## config.mk

```make
export PLATFORM = sky130hd
export DESIGN_NAME = button_debouncer
export DESIGN_NICKNAME = d
export VERILOG_FILES = /design/src/rtl/button_debouncer.sv
export SDC_FILE = /design/constraint.sdc
export NUM_CORES = 1
export LEC_CHECK = 0
export BUFFER_PORTS_ARGS = -buffer_cell sky130_fd_sc_hd__buf_2
export CORE_ASPECT_RATIO = 1.4
export CORE_UTILIZATION = 60
export CTS_CLUSTER_SIZE = 24
export DETAILED_ROUTE_END_ITERATION = 12
export HOLD_SLACK_MARGIN = 0.15
export PLACE_DENSITY = 0.85
export SLEW_MARGIN = 20
export SYNTH_ARGS = -nofsm -noshare
export SYNTH_HDL_FRONTEND = slang
export SYNTH_SLANG_ARGS = --single-unit
```

## constraint.sdc

```tcl
create_clock -name clk -period 2.2 [get_ports clk]
set_input_delay 0.11 -clock clk [delete_from_list [all_inputs] [get_ports clk]]
set_output_delay 0.11 -clock clk [all_outputs]
set_load 0.02 [all_outputs]
```

## src/rtl/button_debouncer.sv

```systemverilog
// Per-channel push-button conditioner: 2-FF synchroniser, polarity normalisation,
// counter-based debounce and single-cycle press/release strobes.
module button_debouncer #(
  parameter int WIDTH           = 2,
  parameter int DEBOUNCE_CYCLES = 500000,
  parameter bit ACTIVE_LOW      = 1'b1
) (
  input  logic             clk,
  input  logic             reset,
  input  logic [WIDTH-1:0] btn_raw,
  output logic [WIDTH-1:0] btn_level,
  output logic [WIDTH-1:0] btn_press,
  output logic [WIDTH-1:0] btn_release
);

  localparam int               CNT_W        = $clog2(DEBOUNCE_CYCLES + 1);
  localparam logic [CNT_W-1:0] CNT_LAST     = CNT_W'(DEBOUNCE_CYCLES - 1);
  localparam logic [WIDTH-1:0] RELEASED_RAW = ACTIVE_LOW ? {WIDTH{1'b1}} : {WIDTH{1'b0}};

  logic [WIDTH-1:0] s1_reg;
  logic [WIDTH-1:0] s2_reg;
  logic [WIDTH-1:0] cand;

  // Synchroniser resets to the idle pin level so no phantom press follows reset.
  always_ff @(posedge clk) begin
    if (reset) begin
      s1_reg <= RELEASED_RAW;
      s2_reg <= RELEASED_RAW;
    end else begin
      s1_reg <= btn_raw;
      s2_reg <= s1_reg;
    end
  end

  assign cand = ACTIVE_LOW ? ~s2_reg : s2_reg;

  genvar gi;
  generate
    for (gi = 0; gi < WIDTH; gi++) begin : g_chan
      logic [CNT_W-1:0] cnt_reg;
      logic [CNT_W-1:0] cnt_next;
      logic             level_reg;
      logic             level_next;
      logic             press_reg;
      logic             press_next;
      logic             release_reg;
      logic             release_next;

      // Any sample agreeing with the current level restarts the stability count.
      always_comb begin
        cnt_next     = cnt_reg;
        level_next   = level_reg;
        press_next   = 1'b0;
        release_next = 1'b0;
        if (cand[gi] == level_reg) begin
          cnt_next = '0;
        end else if (cnt_reg == CNT_LAST) begin
          cnt_next     = '0;
          level_next   = cand[gi];
          press_next   = cand[gi];
          release_next = ~cand[gi];
        end else begin
          cnt_next = cnt_reg + CNT_W'(1);
        end
      end

      always_ff @(posedge clk) begin
        if (reset) begin
          cnt_reg     <= '0;
          level_reg   <= 1'b0;
          press_reg   <= 1'b0;
          release_reg <= 1'b0;
        end else begin
          cnt_reg     <= cnt_next;
          level_reg   <= level_next;
          press_reg   <= press_next;
          release_reg <= release_next;
        end
      end

      assign btn_level[gi]   = level_reg;
      assign btn_press[gi]   = press_reg;
      assign btn_release[gi] = release_reg;
    end
  endgenerate

endmodule

```

---- After elaboration in Yosys (flattened, before gate mapping) ----
Index checks and enable logic that the tools add are counted.
storage, ports and cells
  logic and storage cells ................. 29
  register bits after elaboration ......... 48
  output and inout port bits .............. 6
cells by class
  bitwise operators ....................... 7
  equality and inequality tests ........... 4
  add/sub/neg operators ................... 2
  reductions and logical operators ........ 6
operators by type and width
  cell                                                              count
  19-bit by 1-bit adder with 19-bit output (second input constant)  2
  19-bit equality test (second input constant)                      2
  3-bit OR reduction                                                4
  1-bit inverter                                                    6
  2-bit AND reduction                                               2
  1-bit equality test                                               2
  2-bit inverter                                                    1

---- Logic depth before layout (Yosys ltp) ----
  depth in word-level cells ............... 4
  depth in mapped cells ................... 7
  mapped depth without buffers ............ 5

---- Least setup slack after synthesis ----
OpenSTA, ideal clock, no wires.
  path type ............................... register to register
  start point ............................. register g_chan[1].cnt_reg[0]
  end point ............................... register g_chan[1].cnt_reg[10]
  setup time .............................. 64 ps
  slack ................................... 486 ps
  path buffers ............................ 3
  stages on the path, launching flop included .. 8
  data arrival time ....................... 1650 ps
  data required time ...................... 2136 ps
  cells stage by stage .................... dfxtp_1 -> ha_1 -> and4_2 -> clkbuf_1 -> a221o_1 -> buf_2 -> buf_4 -> nor2_1
between the ends
  cells in the longest elaborated chain, start to end .. 2
  elaborated cells between the ends (all ways) .. 3
  those cells by class .................... add/sub (1); eq/ne (1); reduce/logical (1)
ends and longest elaborated chain
  what                                                                              RTL line  text
  from (decl)                                                                       40        logic [CNT_W-1:0] cnt_reg;
  from (signal assigned)                                                            74        cnt_reg <= cnt_next;
  branches (longest 2 deep; another with 19-bit by 1-bit adder with 19-bit output)  --
Parallel ways; which one is timed is not known.
A chain may end at the register's enable or synchronous reset.

---- Final worst setup path ----
  start point ............................. register g_chan[1].cnt_reg[2]
  end point ............................... register g_chan[1].cnt_reg[15]
Same word-level chain as after synthesis.

==> results.py <==
metrics = {
    "outcome": {
        "outcome": "finished, final reports clean",
    },
    "place": {
        "place_congestion": 0.844,
        "hpwlAfterDp_um": 2620,
        "postPlaceCellArea_sq_um": 2140,
        "portBuffers": 9,
    },
    "worst_setup_path": {
        "cp.arrival_ns": 1.93,
        "crit_start": "g_chan[1].cnt_reg[2]",
        "start_kind": "register",
        "end_kind": "register",
        "crit_type": "register to register",
        "path_buf_inv": 0,
        "critPathSlowestCell": "or4_4",
        "crit_path_cell_trace": "nand4_2 > or2_1 > or4_4 > a21oi_2",
        "timing.rr.start": "g_chan[1].cnt_reg[2]",
        "path_max_fanout": 7,
        "critPathRequiredTime_ns": 2.44,
        "path_delay_family": "simple AND/OR/NAND/NOR gates",
        "r2r_setup_slack_ns": 0.51,
        "cpPeakStageDelay_ns": 0.54,
    },
    "sta": {
        "setup_viol": 0,
        "max_slew_margin_pct": 74.2,
        "rsz0062_at_grt": "false",
        "fin_tns_setup_ns": 0,
        "drv_slew": 0,
        "fmaxAchievable_mhz": 592,
        "period_needed_ns": 1.69,
        "worst_pin_slew_ns": 0.382,
        "fin_crit_sh_pct": 76.8,
        "hold_violations": 0,
        "finClkSkew_ns": 0.00945,
    },
    "floorplan": {
        "io_pins": 10,
        "die_area_sq_um": 3760,
        "die_w_um": 52.1,
        "core-area_sq_um": 3380,
        "rows": 25,
        "start_util_pct": 62.5,
        "die_y_um": 72.2,
    },
    "synthesis": {
        "ys_seq_elements": 48,
        "yosys_most_used_dff": "dfxtp_1",
        "ys_seq_area_share_pct": 45.5,
        "yosys.cell_types.count": 41,
        "syn_area_per_cell_sq_um": 8.95,
        "synthCells": 236,
        "yosysTopAreaCell": "dfxtp_1",
        "synth.area.top_cells": "dfxtp_1, xor2_1, nor2_1, a21oi_1, nand3_1",
        "synth_nets": 242,
        "yosysMostFrequentCell": "dfxtp_1",
        "async_flop_share_pct": 0,
        "synth_edf_count": 0,
        "yosysWarnings": 0,
        "synth_area_sq_um": 2110,
        "synth_commonest_cells": "dfxtp_1, nor2_1, a21oi_1, nand2_1",
        "synth_top_area_share_pct": 45.5,
    },
    "cells_and_area": {
        "drive_above_1_share_pct": 11.4,
        "area_growth_pct": 8.29,
        "fin_area_sq_um": 2290,
        "diodes": 0,
        "final.fill_count": 285,
        "nets": 251,
        "largest_reg_flops": 38,
    },
    "clocking": {
        "tritoncts": "yes",
        "hold_buffers": 4,
        "cts_setup_buffers": 0,
        "cts_buffer_depth": 2,
        "clk_pin_slew_ns": 0.08,
        "htreeDepth": 2,
        "cts_root_buffer": "clkbuf_8",
        "cts_inserted_buffers": 5,
        "cts_num_sinks": 48,
        "clkLatencyLatePin_ns": 0.30,
        "post_cts_resized": 0,
    },
    "drt": {
        "m1WireLength_um": 1530,
        "drtIter0Drc": 42,
        "routed.top_layer": "met4",
        "post_drt_wl_per_cell_um": 13.0,
        "dr_wl_met2_um": 2000,
        "drt-total-wl_um": 3720,
        "drcViolationCount": 0,
        "ant_nets": 0,
        "wl_met3_um": 108,
        "dr.pass1.iters": 4,
        "via_count": 1680,
        "drt-vias-per-instance": 5.87,
    },
    "global_route": {
        "gr-usage-all-layers_pct": 21.7,
        "antenna_found_initial": 0,
        "grt-ovfl-total": 0,
        "first_global_vias": 1498,
        "grt_pass1_wl_um": 6110,
        "grt_max_degree": 16,
    },
    "worst_hold_path": {
        "hold_path.class": "register to register",
        "min-delay-start": "s1_reg[0]",
    },
    "run": {
        "cap_violations": 0,
    },
    "power_and_ir_drop": {
        "ir_drop_mv": 0.577,
        "leakage_nw": 0.742,
        "power.density_nw_per_um2": 662,
    },
}
-- layer usage --
layer,vias to the layer above,global-route usage (%)
met5,-,0
met4,0,10.2
met3,9,5.66
met2,23,39.7
met1,792,22.1
li1,856,-
-- path summary, 6_finish.rpt --
kind / endpoint / depth (start not counted)
setup / recovery: g_chan[1].cnt_reg[15] / 4
hold / removal: s2_reg[0] / 1
setup reg to reg: g_chan[1].cnt_reg[15] / 4
hold reg to reg: s2_reg[0] / 1
-- through the flow --
step	cells	setup slack (ns)	hold slack, ns	power [mW]	utilization (%)
6_report	286	0.511	0.411	1.51	67.7
5_1_grt	286	0.362	0.423	1.57	67.7
4_1_cts	286	0.515	0.418	1.53	67.7
3_5_place_dp	274	0.532	0.294	0.915	63.3
3_3_place_gp	274	0.550	0.291	0.914	63.3
2_1_floorplan	236	0.486	0.207	0.908	-
-- power by group --
part	internal (mW)	total (mW)	leakage, nW	switching [mW]
Sequential	0.872	0.875	0.388	0.00280
Clock	0.337	0.614	0.0552	0.277
Combinational	0.0126	0.0248	0.299	0.0122
Total	1.22	1.51	0.742	0.292
-- cell usage in the layout (no fill, tap or decap), types with 3 or more instances in the layout --
master         count
dfxtp_1           48
nor2_1            26
a21oi_1           16
nand2_1           15
nand3_1           14
xor2_1            14
nand4_1            9
buf_2              9
o21ai_0            8
or3_1              7
and4_1             6
inv_1              6
xnor2_1            6
or2_1              6
and3_1             5
nor3_1             5
clkbuf_8           5
dlygate4sd3_1      4
and2_1             3
o31ai_1            3
buf_4              3
-- cell families (layout without fill, tap and decap cells) --
group	after synthesis	count (layout)	share of synthesized area, %
compound gates	35	35	10.2
buf+inv	20	30	5.33
xor+xnor	20	20	8.29
fa+ha+maj	2	2	1.18
flops	48	48	45.5
simple gates	111	111	29.5
-- layout make-up --
| type | instances | area (sq um) | share of cell area [%] |
|---|---|---|---|
| clock inverter | 2 | 35.0 | 1.53 |
| inverter | 6 | 22.5 | 0.985 |
| timing repair buffer | 16 | 108 | 4.70 |
| multi-input combinational | 168 | 1040 | 45.4 |
| sequential | 48 | 961 | 42.0 |
| tap | 40 | 50.0 | 2.19 |
| clock buffer | 6 | 72.6 | 3.17 |
Note: power is estimated with default switching activity, not from simulation.
